## config.mk

```make
export PLATFORM = sky130hd
export DESIGN_NAME = sample_load_ctrl
export DESIGN_NICKNAME = d
export VERILOG_FILES = /design/src/rtl/sample_load_ctrl.sv
export SDC_FILE = /design/constraint.sdc
export NUM_CORES = 1
export LEC_CHECK = 0
export BUFFER_PORTS_ARGS = -buffer_cell sky130_fd_sc_hd__buf_2
export CAP_MARGIN = 10
export CORE_UTILIZATION = 49
export CTS_CLUSTER_SIZE = 10
export DETAILED_ROUTE_END_ITERATION = 8
export PLACE_DENSITY_LB_ADDON = 0.05
export REMOVE_ABC_BUFFERS = 1
export SYNTH_ARGS = -nofsm -noshare
export SYNTH_HDL_FRONTEND = slang
export SYNTH_HIERARCHICAL = 1
export SYNTH_SLANG_ARGS = --single-unit
```

## constraint.sdc

```tcl
create_clock -name clk -period 2.65 [get_ports clk]
set_input_delay 0.265 -clock clk [delete_from_list [all_inputs] [get_ports clk]]
set_output_delay 0.265 -clock clk [all_outputs]
set_load 0.05 [all_outputs]
```

## src/rtl/sample_load_ctrl.sv

```systemverilog
// Frame-load sequencer: loader handshake -> 4-lane bank writes -> frame hold for the FFT core.
// Optional macro SAMPLE_LOAD_BITREV_EN: bank addresses in bit-reversed (decimation-in-time) order.

module sample_load_lane #(
  parameter int WORDSIZE = 16
) (
  input  logic                clk,
  input  logic                rst_n,
  input  logic                we,
  input  logic [WORDSIZE-1:0] d,
  output logic [WORDSIZE-1:0] q
);
  logic [WORDSIZE-1:0] data_q, data_d;

  always_comb begin
    data_d = data_q;
    if (we) data_d = d;
  end

  always_ff @(posedge clk) begin
    if (!rst_n) data_q <= '0;
    else        data_q <= data_d;
  end

  assign q = data_q;
endmodule

module sample_load_ctrl #(
  parameter int WORDSIZE   = 16,
  parameter int NUMSAMPLES = 32,
  parameter int AW         = 3,
  parameter int TIMEOUT    = 64,
  parameter int FCW        = 8
) (
  input  logic                clk,
  input  logic                rst_n,
  input  logic                frame_req,
  output logic                ld_start,
  input  logic                ld_valid,
  input  logic [WORDSIZE-1:0] ld_data0,
  input  logic [WORDSIZE-1:0] ld_data1,
  input  logic [WORDSIZE-1:0] ld_data2,
  input  logic [WORDSIZE-1:0] ld_data3,
  input  logic                ld_done,
  input  logic                ld_error,
  output logic                wr_en,
  output logic [AW-1:0]       wr_addr,
  output logic [WORDSIZE-1:0] wr_data0,
  output logic [WORDSIZE-1:0] wr_data1,
  output logic [WORDSIZE-1:0] wr_data2,
  output logic [WORDSIZE-1:0] wr_data3,
  output logic                frame_ready,
  input  logic                core_ack,
  output logic                busy,
  output logic                err,
  input  logic                clr_err,
  output logic [FCW-1:0]      frame_count
);
  localparam int NUM_LANES = 4;
  localparam int BEATS     = NUMSAMPLES / NUM_LANES;
  localparam int CW        = AW + 1;
  localparam int TW        = $clog2(TIMEOUT + 1);
  localparam logic [CW-1:0] BEATS_C = CW'(BEATS);
  localparam logic [TW-1:0] TMO_C   = TW'(TIMEOUT);

  typedef enum logic [1:0] {S_IDLE, S_LOAD, S_READY, S_ERR} state_e;

  state_e               state_q, state_d;
  logic [CW-1:0]        beat_cnt_q, beat_cnt_d;
  logic [TW-1:0]        tmo_cnt_q, tmo_cnt_d;
  logic [FCW-1:0]       frame_count_q, frame_count_d;
  logic                 ld_start_q, ld_start_d;
  logic                 frame_ready_q, frame_ready_d;
  logic                 busy_q, busy_d;
  logic                 err_q, err_d;
  logic                 wr_en_q, wr_en_d;
  logic [AW-1:0]        wr_addr_q, wr_addr_d;
  logic [AW-1:0]        beat_addr;
  logic                 wr_fire;

  logic [NUM_LANES-1:0][WORDSIZE-1:0] ld_lanes, wr_lanes;

`ifdef SAMPLE_LOAD_BITREV_EN
  function automatic logic [AW-1:0] bitrev(input logic [AW-1:0] a);
    logic [AW-1:0] r;
    for (int i = 0; i < AW; i++) r[i] = a[AW-1-i];
    return r;
  endfunction
  assign beat_addr = bitrev(beat_cnt_q[AW-1:0]);
`else
  assign beat_addr = beat_cnt_q[AW-1:0];
`endif

  always_comb begin
    state_d       = state_q;
    beat_cnt_d    = beat_cnt_q;
    tmo_cnt_d     = tmo_cnt_q;
    frame_count_d = frame_count_q;
    wr_fire       = 1'b0;
    unique case (state_q)
      S_IDLE: begin
        // A done level left over from the previous frame must drop before restarting.
        if (frame_req && !ld_done) begin
          state_d    = S_LOAD;
          beat_cnt_d = '0;
          tmo_cnt_d  = '0;
        end
      end
      S_LOAD: begin
        if (ld_error) begin
          state_d = S_ERR;
        end else if (ld_valid && beat_cnt_q == BEATS_C) begin
          state_d = S_ERR;
        end else begin
          if (ld_valid) begin
            wr_fire    = 1'b1;
            beat_cnt_d = beat_cnt_q + 1'b1;
          end
          // Count includes a final beat arriving together with done.
          if (ld_done) state_d = (beat_cnt_d == BEATS_C) ? S_READY : S_ERR;
          if (ld_valid || ld_done) begin
            tmo_cnt_d = '0;
          end else begin
            tmo_cnt_d = tmo_cnt_q + 1'b1;
            if (tmo_cnt_d == TMO_C) state_d = S_ERR;
          end
        end
      end
      S_READY: begin
        if (core_ack) begin
          state_d       = S_IDLE;
          frame_count_d = frame_count_q + 1'b1;
        end
      end
      S_ERR: begin
        if (clr_err) state_d = S_IDLE;
      end
      default: state_d = S_IDLE;
    endcase

    if (state_d == S_ERR) begin
      beat_cnt_d = '0;
      tmo_cnt_d  = '0;
    end

    ld_start_d    = (state_d == S_LOAD);
    frame_ready_d = (state_d == S_READY);
    busy_d        = (state_d != S_IDLE);
    err_d         = (state_d == S_ERR);
    wr_en_d       = wr_fire;
    wr_addr_d     = wr_fire ? beat_addr : wr_addr_q;
  end

  always_ff @(posedge clk) begin
    if (!rst_n) begin
      state_q       <= S_IDLE;
      beat_cnt_q    <= '0;
      tmo_cnt_q     <= '0;
      frame_count_q <= '0;
      ld_start_q    <= 1'b0;
      frame_ready_q <= 1'b0;
      busy_q        <= 1'b0;
      err_q         <= 1'b0;
      wr_en_q       <= 1'b0;
      wr_addr_q     <= '0;
    end else begin
      state_q       <= state_d;
      beat_cnt_q    <= beat_cnt_d;
      tmo_cnt_q     <= tmo_cnt_d;
      frame_count_q <= frame_count_d;
      ld_start_q    <= ld_start_d;
      frame_ready_q <= frame_ready_d;
      busy_q        <= busy_d;
      err_q         <= err_d;
      wr_en_q       <= wr_en_d;
      wr_addr_q     <= wr_addr_d;
    end
  end

  assign ld_lanes = {ld_data3, ld_data2, ld_data1, ld_data0};

  for (genvar g = 0; g < NUM_LANES; g++) begin : g_lane
    sample_load_lane #(.WORDSIZE(WORDSIZE)) u_lane (
      .clk  (clk),
      .rst_n(rst_n),
      .we   (wr_fire),
      .d    (ld_lanes[g]),
      .q    (wr_lanes[g])
    );
  end

  assign wr_data0    = wr_lanes[0];
  assign wr_data1    = wr_lanes[1];
  assign wr_data2    = wr_lanes[2];
  assign wr_data3    = wr_lanes[3];
  assign ld_start    = ld_start_q;
  assign wr_en       = wr_en_q;
  assign wr_addr     = wr_addr_q;
  assign frame_ready = frame_ready_q;
  assign busy        = busy_q;
  assign err         = err_q;
  assign frame_count = frame_count_q;
endmodule

```

* Word level (Yosys, flattened, before mapping) *
Cells that the tools add are included.

storage, ports and cells
  register bits = 93
  bits of input ports = 72
  output and inout bits = 80
  word-level logic and storage cells = 67

operators by class
  add/subtract/negate cells = 3
  equality and inequality tests = 12
  mux-type cells = 27
  bitwise operators = 1
  reductions and logical operators = 10

operators by type and width
  cell                                                              count
  4-bit two-way mux                                                 7
  7-bit two-way mux                                                 4
  2-bit two-way mux                                                 8
  7-bit one-hot mux with 2 select lines                             1
  8-bit by 1-bit adder with 8-bit output (second input constant)    1
  2-bit == test (second input constant)                             4
  4-bit == test (second input constant)                             2
  2-bit one-hot mux with 4 select lines                             1
  4-bit one-hot mux with 2 select lines                             1
  7-bit by 1-bit adder with 7-bit output (second input constant)    1
  7-bit == test (second input constant)                             1
  2-bit != test (second input constant)                             3
  1-bit two-way mux                                                 5
  4-bit by 1-bit adder with 4-bit output (second input constant)    1
  2-bit by 1-bit == test with 1-bit output (second input constant)  2
  4-bit AND reduction                                               1
  2-bit nonzero test                                                2
  1-bit logical AND                                                 2
  2-bit zero test                                                   1
  2-bit AND reduction                                               1
  2-bit OR reduction                                                1
  1-bit zero test                                                   1
  1-bit logical OR                                                  1
  1-bit NOT                                                         1

* Logic depth before layout (Yosys ltp) *
  depth after elaboration = 15
  depth in mapped cells = 9
  gate-level depth less buffers = 7

* Cells and area by module *
Netlist, hierarchy kept.

by module, submodules not included
  module            instances  cells each  area each (um2)  sequential area each (um2)
  sample_load_lane  4          51          615.6            320.3
  sample_load_ctrl  1          173         1,574.0          580.6

* Worst setup path after synthesis *
No wires, ideal clock.

  path type = register -> register
  start point = register state_q[1]
  end point = register g_lane[0].u_lane.data_q[10]
  setup time = 117 ps
  arrival time = 1,763 ps
  required time = 2,533 ps
  setup slack = 769 ps
  stages on the path, launching flop included = 10
  path buffers = 3
  period minus slack after synthesis = 1,881 ps
  path through = dfxtp_1 > buf_2 > and2b_1 > and3_1 > o21ai_2 > inv_1 > buf_6 > buf_12 > mux2i_1 > nor2b_1

on the way
  cells in the longest elaborated chain, start to end = 2

ends and longest elaborated chain
  element                                   line  text
  start: declaration                        68    state_e state_q, state_d;
  start signal: assignment                  167   state_q <= state_d;
  2-bit by 1-bit == test with 1-bit output  100   unique case (state_q)
  1-bit two-way mux                         100
  net wr_en_d                               76    logic wr_en_q, wr_en_d;
  end signal: assignment                    22    else data_q <= data_d;
  end: declaration                          13    logic [WORDSIZE-1:0] data_q, data_d;

The timed path passes the listed nets, and every way through them passes these cells.
A chain may end at the register's enable or synchronous reset.

* Final worst setup path *
  start point = register beat_cnt_q[0]
  end point = register tmo_cnt_q[0]

on the way
  cells in the longest elaborated chain, start to end = 15
  elaborated cells between the ends (all ways) = 19
  those cells by class = 1 x add/sub; 4 x eq/ne; 11 x mux; 3 x reduce/logical

ends and longest elaborated chain
  element                                 line  text
  start: declaration                      69    logic [CW-1:0] beat_cnt_q, beat_cnt_d;
  start signal: assignment                168   beat_cnt_q <= beat_cnt_d;
  4-bit by 1-bit adder with 4-bit output  117   beat_cnt_d = beat_cnt_q + 1'b1;
  4-bit two-way mux                       115   if (ld_valid) begin
  4-bit two-way mux                       112   end else if (ld_valid && beat_cnt_q == BEATS_C) begin
  4-bit two-way mux                       110   if (ld_error) begin
  4-bit two-way mux                       100
  4-bit == test                           120   if (ld_done) state_d = (beat_cnt_d == BEATS_C) ? S_READY : S_ERR;
  1-bit two-way mux                       120
  2-bit two-way mux                       120
  2-bit two-way mux                       125   if (tmo_cnt_d == TMO_C) state_d = S_ERR;
  2-bit two-way mux                       121   if (ld_valid || ld_done) begin
  2-bit two-way mux                       112
  2-bit two-way mux                       110
  2-bit one-hot mux with 4 select lines   100
  2-bit == test                           141   if (state_d == S_ERR) begin
  2-bit OR reduction (no line)            -
  end signal: assignment                  169   tmo_cnt_q <= tmo_cnt_d;
  end: declaration                        70    logic [TW-1:0] tmo_cnt_q, tmo_cnt_d;

Several ways; a longest one is shown, not always the timed one. The select of a mux whose other input is x is not followed.

==> impl_metrics.env <==
export IMPL_drc=0
export IMPL_peakVddDrop_v=0.000316
export IMPL_antenna_found_initial=0
export IMPL_p_leak_nw=2.11
export IMPL_final_cells=631
export IMPL_crit_arrival_ns=2.30
export IMPL_max_freq_ghz=0.480
export IMPL_yosysSeqAreaShare_pct=46.1
export IMPL_grt_usage_pct=20.9
export IMPL_synth_xor_area_share_pct=1.95
export IMPL_synthAdderAreaFrac_pct=1.24
export IMPL_vias=3165
export IMPL_worstReg2RegEnd="tmo_cnt_q[0]"
export IMPL_synthArstFlopShare_pct=0
export IMPL_dr_pass1_iters=4
export IMPL_synth_compound_area_share_pct=6.97
export IMPL_final_util_pct=63.9
export IMPL_ys_ff_latch=93
export IMPL_num_rows=32
export IMPL_path_max_fanout=8
export IMPL_critPathLaunchType="flop"
export IMPL_clk_insertion_delay_late_ns=0.35
export IMPL_clkTransAtPathRegs_ns=0.10
export IMPL_power_internal_mw=2.13
export IMPL_drive_gt1_share_pct=36.1
export IMPL_grt_overflow=0
export IMPL_grt_max_degree=66
export IMPL_start_util_pct=51.4
export IMPL_synth_most_common_cell="dfxtp_1"
export IMPL_synth_cell_types=49
export IMPL_hp_start="ld_data2[7]"
export IMPL_synth_top_area_cell="dfxtp_1"
export IMPL_ff2ff_path_depth=8
export IMPL_ctsResizeCount=0
export IMPL_diodes=0
export IMPL_rsz0062_at_grt="no"
export IMPL_path_cells="inv_1, ha_1, nand4bb_1, a21oi_1, o2111a_2, a21oi_2, buf_12, nor3_1"
export IMPL_detail_route_antenna_nets=0
export IMPL_finalCritPeriodShare_pct=78.6
export IMPL_numCtsBuffers=9
export IMPL_rr_startpoint="beat_cnt_q[0]"
export IMPL_dp_cells=615
export IMPL_min_path_type="input pin to flop"
export IMPL_synthFlopType="dfxtp_1"
export IMPL_synth_warnings=6
export IMPL_pwr_share_seq_pct=50.8
export IMPL_slew_headroom_pct=65.1
export IMPL_gp_routability_congestion=0.810
export IMPL_cts_sinks=93
export IMPL_dp_slack_ns=0.627
export IMPL_crit_start="beat_cnt_q[0]"
export IMPL_status="finished, final reports clean"
export IMPL_rrSetupSlack_ns=0.57
export IMPL_synth_top_cell_area_share_pct=46.1
export IMPL_io_pins=152
export IMPL_wirelength_um=8660
export IMPL_htree_levels=3
export IMPL_synthMuxAreaShare_pct=16.6
export IMPL_clkPwrFrac_pct=38.2
export IMPL_netlist_top_cells_count="93 x dfxtp_1, 67 x mux2i_1, 64 x nor2b_1"
export IMPL_syn_inst=377
export IMPL_grt_pass1_wl_um=14200
export IMPL_endpoint="tmo_cnt_q[0]"
export IMPL_synthTopCellsByArea="dfxtp_1 46%, mux2i_1 17%, nor2b_1 9.9%"
export IMPL_syn_to_final_growth_pct=24.3
export IMPL_path_class="flop to flop"
export IMPL_vias_per_cell=5.02
export IMPL_required_ns=2.86
export IMPL_portBuffers=151
export IMPL_drv_cap=0
export IMPL_layout_min_cycle_time_ns=2.08
export IMPL_layout_nets=600
export IMPL_power_mw=2.83
export IMPL_avgSynthCellArea_um2=10.7
export IMPL_synth_edf_count=0
export IMPL_cts_tree="yes"
export IMPL_drtIter0Drc=86
export IMPL_cts_setup_buffers=0
export IMPL_core_area_um2=7850
export IMPL_setup_viol=0
export IMPL_dieArea_um2=8600
export IMPL_slowest_stage="dfxtp_1"
export IMPL_synthesis_area_um2=4040
export IMPL_die_h_um=92.8
export IMPL_hold_buffers=0
export IMPL_p_sw_mw=0.702
export IMPL_synth_simple_gate_area_share_pct=21.6
export IMPL_slew_violations=0
export IMPL_clock_skew_final_ns=0.0190
export IMPL_p_sw_share_pct=24.8
export IMPL_final_hold_violation_count=0
export IMPL_cts_root_buffer="clkbuf_8"
export IMPL_max_clock_path_buffers=2
export IMPL_finalWorstSetupSlack_ns=0.567
export IMPL_design_area_um2=5020
export IMPL_tightest_slew_ns=0.524
export IMPL_dpl_cell_area_um2=4780
export IMPL_wl_per_cell_um=13.7
export IMPL_fill_cells=688
export IMPL_power_density_nw_per_um2=565
export IMPL_synth_top_family_by_area="simple AND/OR/NAND/NOR gates"
export IMPL_max_stage_delay_ns=0.47
export IMPL_dp_final_hpwl_um=6170
export IMPL_comb_power_share_pct=11.0
export IMPL_cp_end_kind="flop"
export IMPL_grt_pass1_vias=2936
export IMPL_die_w_um=92.8
how the worst min path moves through the flow:
stage	to	slack (ns)	cells after the start
final	g_lane[2].u_lane/q[7]	0.17	3
after floorplan	g_lane[0].u_lane/q[0]	0.39	1
after detailed placement	wr_addr[1]	0.45	2
after global routing	g_lane[0].u_lane/q[15]	0.15	3
after global placement	wr_addr[0]	0.45	2
after CTS	g_lane[0].u_lane/q[3]	0.15	3
power groups by stage:
stage | clock (mW) | combinational, mW | sequential [mW]
final | 1.08 | 0.312 | 1.44
after global routing | 1.17 | 0.335 | 1.44
after CTS | 1.11 | 0.314 | 1.44
after detailed placement | 0 | 0.313 | 1.47
after global placement | 0 | 0.309 | 1.47
after floorplan | 0 | 0.115 | 1.55
layout by cell type (no fill, tap or decap), drive strengths merged, types with 4 or more instances in the layout:
cell type  synthesis  routed
nand2b             4       4
clkbuf             5      12
xor2               6       6
nand4              5       5
and3               6       6
nor3              12      12
dfxtp             93      93
nor2              17      17
inv                5       5
o21ai              9       9
ha                 4       4
nor2b             64      64
buf               15     156
nand2             11      11
a21oi             13      13
a22oi              4       4
mux2i             67      67
critical path: cells and delay by family, from the launching register on:
| family | cells | cell delay [ns] |
|---|---|---|
| adder cells (fa/ha/maj) | 1 | 0.32 |
| buffers and inverters | 2 | 0.26 |
| flip-flops | 1 | 0.47 |
| AND/OR/NAND/NOR | 2 | 0.18 |
| AO/OA/AOI/OAI | 3 | 0.72 |
logic make-up after synthesis:
kind of cell | after synthesis
AO/OA/AOI/OAI | 40
XOR/XNOR | 9
adder cells (fa/ha/maj) | 4
buffers and inverters | 26
flip-flops | 93
multiplexers | 67
AND/OR/NAND/NOR | 138
per-stage QoR:
stage | hold slack (ns) | TNS, ns
after CTS | 0.149 | 0
after detailed placement | 0.450 | 0
after floorplan | 0.393 | -46.61
after global routing | 0.151 | 0
final | 0.166 | 0
after global placement | 0.447 | 0
registers in the layout, summed over array words and instances (netlist names):
signal,flops
beat_cnt_q,4
busy,1
err,1
frame_count,8
frame_ready,1
g_lane.u_lane/q,64
ld_start,1
state_q,2
tmo_cnt_q,7
wr_addr,3
wr_en,1
layout make-up:
| cell class | count | area (µm²) | share of cell area (%) |
|---|---|---|---|
| Sequential cell | 93 | 1860 | 37.1 |
| Multi-Input combinational cell | 258 | 1950 | 38.9 |
| Tap cell | 102 | 128 | 2.54 |
| Clock inverter | 4 | 77.6 | 1.55 |
| Timing Repair Buffer | 156 | 818 | 16.3 |
| Clock buffer | 12 | 155 | 3.09 |
| Inverter | 6 | 23.8 | 0.474 |
routing by layer:
layer / vias to the layer above / GRT usage [%] / wire length (µm)
met5: - / 0 / 0
li1: 1599 / - / -
met1: 1460 / 26.1 / 3820
met4: 0 / 7.82 / 163
met3: 14 / 6.81 / 598
met2: 92 / 33.3 / 4080
(Power assumes the default switching activity.)
